===== config.mk =====
export PLATFORM = sky130hd
export DESIGN_NAME = i2c_cfg_sequencer_flat
export DESIGN_NICKNAME = d
export VERILOG_FILES = /design/src/rtl/i2c_cfg_pkg.sv /design/src/rtl/i2c_cfg_sequencer_if.sv /design/src/rtl/i2c_cfg_rom.sv /design/src/rtl/i2c_cfg_sequencer.sv /design/src/flat_wrapper.sv
export SDC_FILE = /design/constraint.sdc
export NUM_CORES = 1
export LEC_CHECK = 0
export CAP_MARGIN = 20
export CORE_AREA = 2 2 131 120
export DETAILED_ROUTE_END_ITERATION = 16
export DIE_AREA = 0 0 133 122
export SKIP_CTS_REPAIR_TIMING = 1
export SYNTH_ARGS = -nofsm -noshare
export SYNTH_HDL_FRONTEND = slang
export SYNTH_SLANG_ARGS = --single-unit
export TNS_END_PERCENT = 30

===== constraint.sdc =====
create_clock -name clk -period 7.27 [get_ports clk]
set_input_delay 1.8175 -clock clk [delete_from_list [all_inputs] [get_ports clk]]
set_output_delay 1.8175 -clock clk [all_outputs]
set_load 0.02 [all_outputs]

===== src/rtl/i2c_cfg_pkg.sv =====
// Shared types for the I2C configuration sequencer: table entry layout,
// opcode and error-code encodings.
package i2c_cfg_pkg;

  typedef enum logic [1:0] {
    OpWrite   = 2'b00,
    OpReadChk = 2'b01,
    OpDelay   = 2'b10,
    OpEnd     = 2'b11
  } op_e;

  typedef enum logic [1:0] {
    ErrNone     = 2'b00,
    ErrNak      = 2'b01,
    ErrMismatch = 2'b10,
    ErrTimeout  = 2'b11
  } err_e;

  localparam int unsigned EntryWidth = 17;

  typedef struct packed {
    op_e        op;
    logic [6:0] addr;
    logic [7:0] data;
  } entry_t;

  function automatic entry_t make_entry(op_e op, logic [6:0] addr, logic [7:0] data);
    entry_t e;
    e.op   = op;
    e.addr = addr;
    e.data = data;
    return e;
  endfunction

endpackage


===== src/rtl/i2c_cfg_sequencer_if.sv =====
// Command port between the sequencer and the I2C master.
// The master modport is the sequencer side (it issues commands);
// the slave modport is the I2C master engine that executes them.
interface i2c_cfg_sequencer_if ();
  logic       m_start;
  logic [6:0] m_slave_addr;
  logic       m_rw;
  logic [7:0] m_tx_data;
  logic [7:0] m_rx_data;
  logic       m_ack_error;
  logic       m_busy;

  modport master (
    output m_start, m_slave_addr, m_rw, m_tx_data,
    input  m_rx_data, m_ack_error, m_busy
  );

  modport slave (
    input  m_start, m_slave_addr, m_rw, m_tx_data,
    output m_rx_data, m_ack_error, m_busy
  );
endinterface


===== src/rtl/i2c_cfg_rom.sv =====
// Fixed initialisation table: codec register writes, a read-back check,
// a settle delay and the END marker. Unlisted slots read as END.
module i2c_cfg_rom
  import i2c_cfg_pkg::*;
#(
  parameter int unsigned IW = 4
) (
  input  logic [IW-1:0]         index,
  output logic [EntryWidth-1:0] entry
);

  // Combinational index -> entry lookup
  always_comb begin
    entry = make_entry(OpEnd, 7'h00, 8'h00);
    case (32'(index))
      0:       entry = make_entry(OpWrite,   7'h1A, 8'h05);
      1:       entry = make_entry(OpWrite,   7'h1A, 8'h07);
      2:       entry = make_entry(OpReadChk, 7'h1A, 8'h5A);
      3:       entry = make_entry(OpDelay,   7'h00, 8'h03);
      4:       entry = make_entry(OpWrite,   7'h1A, 8'h09);
      default: ;
    endcase
  end

endmodule


===== src/rtl/i2c_cfg_sequencer.sv =====
// Walks the command table in i2c_cfg_rom and drives the I2C master through it,
// with per-entry retry, a transfer watchdog, timed delays and a graceful abort.
module i2c_cfg_sequencer
  import i2c_cfg_pkg::*;
#(
  parameter int unsigned NUM_ENTRIES  = 16,
  parameter int unsigned DELAY_UNIT   = 1000,
  parameter int unsigned MAX_RETRY    = 3,
  parameter int unsigned XFER_TIMEOUT = 65535,
  parameter int unsigned GAP_CYCLES   = 8,
  localparam int unsigned IW = (NUM_ENTRIES > 1) ? $clog2(NUM_ENTRIES) : 1
) (
  input  logic                 clk,
  input  logic                 rst_n,
  input  logic                 go,
  input  logic                 abort,
  output logic                 running,
  output logic                 done,
  output logic                 error,
  output logic [1:0]           err_code,
  output logic [IW-1:0]        cur_index,
  i2c_cfg_sequencer_if.master  m
);

  localparam int unsigned TW = $clog2(XFER_TIMEOUT + 1);
  localparam int unsigned DW = $clog2(255 * DELAY_UNIT + 1);
  localparam int unsigned GW = (GAP_CYCLES > 1) ? $clog2(GAP_CYCLES + 1) : 1;
  localparam int unsigned RW = (MAX_RETRY > 0) ? $clog2(MAX_RETRY + 1) : 1;
  localparam logic [IW-1:0] LastIndex = IW'(NUM_ENTRIES - 1);

  typedef enum logic [3:0] {
    StIdle, StFetch, StIssue, StWaitBusy, StWaitDone, StCheck, StGap, StDelay, StDone, StFail
  } state_e;

  state_e          state_q;
  logic [TW-1:0]   timer_q;
  logic [DW-1:0]   delay_q;
  logic [GW-1:0]   gap_q;
  logic [RW-1:0]   retry_q;
  logic            go_q;
  logic            abort_q;
  logic            past_end_q;  // index already advanced past the last slot
  logic            nak_q;
  logic            mis_q;

  logic [EntryWidth-1:0] rom_word;
  entry_t                entry;

  assign entry = entry_t'(rom_word);

  i2c_cfg_rom #(
    .IW (IW)
  ) u_rom (
    .index (cur_index),
    .entry (rom_word)
  );

  // Sequencer FSM with registered status and master command outputs
  always_ff @(posedge clk or negedge rst_n) begin
    if (!rst_n) begin
      state_q        <= StIdle;
      timer_q        <= '0;
      delay_q        <= '0;
      gap_q          <= '0;
      retry_q        <= '0;
      go_q           <= 1'b0;
      abort_q        <= 1'b0;
      past_end_q     <= 1'b0;
      nak_q          <= 1'b0;
      mis_q          <= 1'b0;
      running        <= 1'b0;
      done           <= 1'b0;
      error          <= 1'b0;
      err_code       <= ErrNone;
      cur_index      <= '0;
      m.m_start      <= 1'b0;
      m.m_slave_addr <= '0;
      m.m_rw         <= 1'b0;
      m.m_tx_data    <= '0;
    end else begin
      go_q      <= go;
      m.m_start <= 1'b0;
      // Abort is only remembered while a sequence is active
      if (abort && running) abort_q <= 1'b1;

      case (state_q)
        StIdle, StDone, StFail: begin
          if (go && !go_q) begin
            state_q    <= StFetch;
            running    <= 1'b1;
            done       <= 1'b0;
            error      <= 1'b0;
            err_code   <= ErrNone;
            cur_index  <= '0;
            retry_q    <= '0;
            abort_q    <= 1'b0;
            past_end_q <= 1'b0;
          end
        end
        StFetch: begin
          if (abort_q || abort) begin
            state_q <= StIdle;
            running <= 1'b0;
          end else if (past_end_q || entry.op == OpEnd) begin
            state_q <= StDone;
            running <= 1'b0;
            done    <= 1'b1;
          end else if (entry.op == OpDelay) begin
            state_q <= StDelay;
            // Zero delay still spends one cycle in StDelay
            delay_q <= (entry.data == 8'd0) ? '0 : DW'(32'(entry.data) * DELAY_UNIT - 32'd1);
          end else begin
            state_q        <= StIssue;
            m.m_start      <= 1'b1;
            m.m_slave_addr <= entry.addr;
            m.m_rw         <= (entry.op == OpReadChk);
            m.m_tx_data    <= entry.data;
            timer_q        <= '0;
          end
        end
        StIssue: state_q <= StWaitBusy;
        StWaitBusy, StWaitDone: begin
          if (state_q == StWaitDone && !m.m_busy) begin
            state_q <= StCheck;
            nak_q   <= m.m_ack_error;
            mis_q   <= m.m_rw && (m.m_rx_data != m.m_tx_data);
          end else if (timer_q == TW'(XFER_TIMEOUT - 1)) begin
            state_q  <= StFail;
            running  <= 1'b0;
            error    <= 1'b1;
            err_code <= ErrTimeout;
          end else begin
            timer_q <= timer_q + 1'b1;
            if (state_q == StWaitBusy && m.m_busy) state_q <= StWaitDone;
          end
        end
        StCheck: begin
          if (!nak_q && !mis_q) begin
            retry_q <= '0;
            state_q <= StGap;
            gap_q   <= GW'(GAP_CYCLES - 1);
            if (cur_index == LastIndex) past_end_q <= 1'b1;
            else                        cur_index  <= cur_index + 1'b1;
          end else if (retry_q != RW'(MAX_RETRY)) begin
            retry_q <= retry_q + 1'b1;
            state_q <= StGap;
            gap_q   <= GW'(GAP_CYCLES - 1);
          end else begin
            state_q  <= StFail;
            running  <= 1'b0;
            error    <= 1'b1;
            err_code <= nak_q ? ErrNak : ErrMismatch;
          end
        end
        StGap: begin
          if (gap_q == '0) begin
            if (abort_q || abort) begin
              state_q <= StIdle;
              running <= 1'b0;
            end else begin
              state_q <= StFetch;
            end
          end else begin
            gap_q <= gap_q - 1'b1;
          end
        end
        StDelay: begin
          if (abort_q || abort) begin
            state_q <= StIdle;
            running <= 1'b0;
          end else if (delay_q == '0) begin
            state_q <= StFetch;
            if (cur_index == LastIndex) past_end_q <= 1'b1;
            else                        cur_index  <= cur_index + 1'b1;
          end else begin
            delay_q <= delay_q - 1'b1;
          end
        end
        default: begin
          state_q <= StIdle;
          running <= 1'b0;
        end
      endcase
    end
  end

endmodule


===== src/flat_wrapper.sv =====
// flat-port wrapper written by rule: the top's interface ports become plain ports
module i2c_cfg_sequencer_flat import i2c_cfg_pkg::*;
#(
  parameter int unsigned NUM_ENTRIES  = 16,
  parameter int unsigned DELAY_UNIT   = 1000,
  parameter int unsigned MAX_RETRY    = 3,
  parameter int unsigned XFER_TIMEOUT = 65535,
  parameter int unsigned GAP_CYCLES   = 8,
  localparam int unsigned IW = (NUM_ENTRIES > 1) ? $clog2(NUM_ENTRIES) : 1
)
  (clk, rst_n, go, abort, running, done, error, err_code, cur_index, m_m_start, m_m_slave_addr, m_m_rw, m_m_tx_data, m_m_rx_data, m_m_ack_error, m_m_busy);
  i2c_cfg_sequencer_if m_i ();
  input  logic clk;
  input  logic rst_n;
  input  logic go;
  input  logic abort;
  output logic running;
  output logic done;
  output logic error;
  output logic [1:0] err_code;
  output logic [IW-1:0] cur_index;
  output wire logic [$bits(m_i.m_start)-1:0] m_m_start;
  output wire logic [$bits(m_i.m_slave_addr)-1:0] m_m_slave_addr;
  output wire logic [$bits(m_i.m_rw)-1:0] m_m_rw;
  output wire logic [$bits(m_i.m_tx_data)-1:0] m_m_tx_data;
  input wire logic [$bits(m_i.m_rx_data)-1:0] m_m_rx_data;
  input wire logic [$bits(m_i.m_ack_error)-1:0] m_m_ack_error;
  input wire logic [$bits(m_i.m_busy)-1:0] m_m_busy;
  assign m_m_start = m_i.m_start;
  assign m_m_slave_addr = m_i.m_slave_addr;
  assign m_m_rw = m_i.m_rw;
  assign m_m_tx_data = m_i.m_tx_data;
  assign m_i.m_rx_data = m_m_rx_data;
  assign m_i.m_ack_error = m_m_ack_error;
  assign m_i.m_busy = m_m_busy;
  i2c_cfg_sequencer #(.NUM_ENTRIES(NUM_ENTRIES), .DELAY_UNIT(DELAY_UNIT), .MAX_RETRY(MAX_RETRY), .XFER_TIMEOUT(XFER_TIMEOUT), .GAP_CYCLES(GAP_CYCLES)) u_core (.clk(clk), .rst_n(rst_n), .go(go), .abort(abort), .running(running), .done(done), .error(error), .err_code(err_code), .cur_index(cur_index), .m(m_i));
endmodule

; Word-level counts from Yosys, hierarchy flattened
; Index checks and enable logic that the tools add are counted.
[op_classes]
bitwise_logic = 4
mux = 79
n_reduce_logical = 37
multipliers = 1
addsub = 6
n_eq_ne = 41
[ops]
columns = op, count
row1 = two-way mux 18 bit, 6
row2 = case mux 17 bit (5 select lines), 1
row3 = two-way mux 16 bit, 5
row4 = two-way mux 4 bit, 19
row5 = case mux 18 bit (2 select lines), 1
row6 = subtractor 18 x 1 -> 18 bit (second input constant), 2
row7 = case mux 16 bit (2 select lines), 1
row8 = two-way mux 1 bit, 28
row9 = case mux 4 bit (7 select lines), 1
row10 = != test 2 bit (second input constant), 11
row11 = == test 4 x 3 -> 1 bit (second input constant), 5
row12 = logical NOT 18 bit, 1
row13 = AND reduction 6 bit, 3
row14 = adder 16 x 1 -> 16 bit (second input constant), 1
row15 = == test 16 bit (second input constant), 1
row16 = == test 4 x 2 -> 1 bit (second input constant), 4
row17 = two-way mux 2 bit, 8
row18 = multiplier 8 x 7 -> 15 bit (second input constant), 1
row19 = != test 2 x 1 -> 1 bit (second input constant), 7
row20 = == test 4 bit (second input constant), 3
row21 = logical NOT 4 bit, 3
row22 = case mux 4 bit (3 select lines), 1
row23 = AND reduction 4 bit, 3
row24 = nonzero test 2 bit, 5
row25 = 28 further kinds, 47
[word_totals]
word_cells = 187
reg_bits = 75
inputBits = 14

; Logic depth before layout (Yosys ltp)
[logic_depth]
word_depth = 9
mapped_depth = 19

; Cells and area by module
; A second synthesis with hierarchy kept.
[hier_totals]
hier_cells = 649
area_unflattened_um2 = 5950.7
[modules_own_cells]
columns = mod, seq_area_each_um2, cells_per_inst, area_per_inst_um2, n_inst
row1 = i2c_cfg_sequencer, 1876.8, 626, 5798.1, 1
row2 = i2c_cfg_rom, 0.0, 23, 152.6, 1

; Worst setup path before layout
; Ideal clock, no wire load.
[synth_path]
path_type = register to register
startpoint = reg u_core.cur_index[0]
endpoint = reg u_core.delay_q[17]
setup_ns = 0.110
required_ns = 7.160
t_arrival_ns = 5.251
slack_ns = 1.909
n_path_buf = 0
stages_incl_launch_ff = 19
cell_sequence = dfrtp_1 -> inv_1 -> ha_1 -> o31ai_1 -> inv_1 -> fa_1 -> xor2_1 -> ha_1 -> inv_1 -> fa_1 -> inv_1 -> fa_1 -> ha_1 -> a21oi_1 -> o22ai_1 -> o32a_1 -> nor3_1 -> nand3_1 -> o41ai_1
[synth_lines]
columns = item, line
row1 = start: declaration, i2c_cfg_sequencer.sv:21  ; output logic [IW-1:0] cur_index,
row2 = start signal: assignment, i2c_cfg_sequencer.sv:143  ; else cur_index <= cur_index + 1'b1;
row3 = start signal: assignment, i2c_cfg_sequencer.sv:174  ; else cur_index <= cur_index + 1'b1;
row4 = end signal: assignment, i2c_cfg_sequencer.sv:111  ; delay_q <= (entry.data == 8'd0) ? '0 : DW'(32'(entry.data) * DELAY_UNIT - 32'd1);
row5 = end signal: assignment, i2c_cfg_sequencer.sv:176  ; delay_q <= delay_q - 1'b1;
row6 = end: declaration, i2c_cfg_sequencer.sv:37  ; logic [DW-1:0] delay_q;

==> results_dict.tcl <==
set metrics [dict create \
    status "completed" \
    ir_drop_v 0.0002862 \
    track_usage 0.1574 \
    antenna_found_initial 0 \
    cts_tree "built" \
    start_kind "flip-flop" \
    grt_use_met2 0.2393 \
    numCtsBuffers 9 \
    synthArstFlopShare 1.000 \
    drc_errors 0 \
    ys.flop_type "dfrtp_1" \
    drt_iter0_drc 234 \
    synth_common_cells "66 x dfrtp_1, 62 x nor2_1, 46 x o21ai_0, 40 x ha_1, 35 x nand2_1" \
    grt_pass1_vias 4106 \
    cp_slowest_cell "o31ai_1" \
    yosysMostFrequentCell "dfrtp_1" \
    fp.dieH_um 122 \
    cts_buffer_depth 2 \
    fp.dieArea_um2 16230 \
    cts.htree.levels 3 \
    utilization 0.3888 \
    fillers 1505 \
    detail_route.wl_per_cell_um 15.11 \
    use_met1 0.2286 \
    crit_chain "inv_1 -> ha_1 -> o31ai_1 -> inv_1 -> fa_1 -> xor2_1 -> ha_1 -> inv_1 -> fa_1 -> inv_1 -> fa_1 -> ha_1 -> a21oi_1 -> o22ai_1 -> o32a_1 -> nor3_1 -> a31oi_1 -> nand3b_1 -> a21oi_1" \
    drt-pass1-iter-count 4 \
    viasPerCell 5.298 \
    grt.overflow.total 0 \
    antenna_left 0 \
    yosys.cell_types.count 68 \
    worstPathRequired_ns 7.53 \
    initial_core_util 0.3391 \
    cts.clk_slew.worst_paths_ns 0.06 \
    clock_latency_ns 0.34 \
    period_share 0.8024 \
    synth.area.top_cells "dfrtp_1 32%, ha_1 9.8%, nor2_1 4.6%" \
    cts.sinks 66 \
    via_count 4270 \
    ios 40 \
    fp-row-count 43 \
    fin_crit_ns 5.834 \
    yosysTopAreaCellShare 0.3245 \
    endpoint_kind "flip-flop" \
    numPortBuffers 33 \
    leakage_nw 2.458 \
    use_met3 0.03329 \
    hpwl_um 9121 \
    critPathKind "reg2reg" \
    synth_edf_count 0 \
    finish.net_count 663 \
    syn_area_um2 5090 \
    maxCapViolCount 0 \
    drive_above_1_share 0.07450 \
    cts_root_buf "clkbuf_16" \
    fin_worst_skew_ns 0.009650 \
    crit_buf_inv 4 \
    regArea_um2 1652 \
    final.setup.tns_ns 0 \
    crit_fanout 7 \
    grt_pass1_wl_um 20640 \
    critical-path-top-delay-family "adder cells" \
    fmax_mhz 171.4 \
    setup_viol 0 \
    gp_congestion 0.8608 \
    wl_um 12180 \
    hold_class "reg2reg" \
    die_x_um 133 \
    syn2layout_area_growth_pct 14.65 \
    critPathArrivalTime_ns 6.09 \
    ys_seq_area_frac 0.3245 \
    core_um2 15010 \
    powerDensity_nw_per_um2 489.7 \
    syn_inst 574 \
    multi_input_comb_area_um2 3157 \
    drv_slew 0 \
    crit_top_cell "inv_1" \
    p_total_mw 2.858 \
    max_stage_delay_ns 0.70 \
    synth-seq-cells 66 \
    antenna_cells 0 \
    avgSynthCellArea_um2 8.867 \
    yosysTopAreaCell "dfrtp_1" \
    grt_max_degree 67 \
    tightest_slew_ns 0.9069 \
    hold_viol 0 \
    timing.slew.headroom 0.3798 \
    grt_busiest_layer "met2" \
    rsz0062_at_grt "false" \
    yosysWarnings 0 \
]
-- metal layers --
| layer | up-vias | part of all wire |
|---|---|---|
| met5 | - | 0 |
| met4 | 0 | 0.0090 |
| met3 | 11 | 0.045 |
| met2 | 92 | 0.43 |
| met1 | 2056 | 0.51 |
| li1 | 2111 | - |
-- worst reg2reg max path: stages, from the launching register on --
cell and delay, ns:
dfrtp_1 0.40, inv_1 0.11, ha_1 0.29, o31ai_1 0.70, inv_1 0.25, fa_1 0.57
xor2_1 0.17, ha_1 0.28, inv_1 0.05, fa_1 0.49, inv_1 0.05, fa_1 0.46
ha_1 0.38, a21oi_1 0.17, o22ai_1 0.13, o32a_1 0.37, nor3_1 0.40, a31oi_1 0.13
nand3b_1 0.18, a21oi_1 0.17
-- final cells by class --
type | count | share of cell area
Clock buffer | 12 | 0.04224
Clock inverter | 4 | 0.008791
Inverter | 33 | 0.02123
Multi-Input combinational cell | 452 | 0.5410
Sequential cell | 66 | 0.2830
Tap cell | 202 | 0.04331
Timing Repair Buffer | 37 | 0.06046
-- per-stage QoR --
stage                     hold slack, ns  cells  setup slack [ns]  area, um^2
after floorplan                   0.4538    579             1.909        5109
after global placement            0.4661    789             1.637        5533
after detailed placement          0.4758    789             1.423        5533
after CTS                         0.4893    805             1.398        5831
after global routing              0.5282    806            0.9572        5836
final                             0.4894    806             1.436        5836
-- report_power, final --
group,switching [mW],internal [mW],total (mW)
sequential,0.135,0.470,0.605
combinational,1.05,0.768,1.82
clock,0.162,0.275,0.437
-- final timing paths --
| path | start | endpoint | slack, ns | cells after the start |
|---|---|---|---|---|
| setup / recovery | u_core.cur_index[0] | u_core.delay_q[15] | 1.44 | 19 |
| hold / removal | u_core.retry_q[1] | u_core.retry_q[1] | 0.49 | 2 |
| setup reg to reg | u_core.cur_index[0] | u_core.delay_q[15] | 1.44 | 19 |
| hold reg to reg | u_core.retry_q[1] | u_core.retry_q[1] | 0.49 | 2 |
| max in group asynchronous | rst_n | u_core.m.m_rw | 5.03 | 2 |
| min in group asynchronous | rst_n | u_core.delay_q[13] | 1.65 | 2 |
-- cell usage in the layout, fill, tap and decap left out, types with 8 or more instances in the layout --
cell type / netlist / final
o21a_1: 8 / 8
nand3_1: 17 / 17
inv_1: 32 / 32
a21oi_1: 29 / 29
clkdlybuf4s50_1: 0 / 32
dfrtp_1: 66 / 66
nor3_1: 25 / 25
ha_1: 40 / 40
or3_1: 10 / 10
nand4_1: 10 / 10
fa_1: 10 / 10
xor2_1: 14 / 14
xnor2_1: 22 / 22
clkbuf_16: 0 / 9
nand2_1: 35 / 35
nor2_1: 62 / 62
o21ai_0: 46 / 46
nand2b_1: 11 / 11
nor4_1: 11 / 11
-- sequential cells by signal, summed over array words and instances, names as in the netlist --
name and flops:
u_core.timer_q 16, u_core.abort_q 1, u_core.delay_q 18, u_core.retry_q 2, u_core.cur_index 4, u_core.nak_q 1, u_core.state_q 4, u_core.m.m_slave_addr 1
u_core.m.m_start 1, u_core.m.m_tx_data 5, u_core.running 1, u_core.err_code 2, u_core.m.m_rw 1, u_core.go_q 1, u_core.past_end_q 1, u_core.mis_q 1
u_core.done 1, u_core.error 1, u_core.gap_q 4
-- cell families after synthesis --
group,synth area share
muxes,0.01254
DFF,0.3245
other,0.0007368
adders and majority gates,0.1377
buffers and inverters,0.05900
AOI/OAI and AO/OA,0.1881
xor gates and xnor gates,0.06195
and+or+nand+nor,0.2156
(Power assumes the default switching activity.)
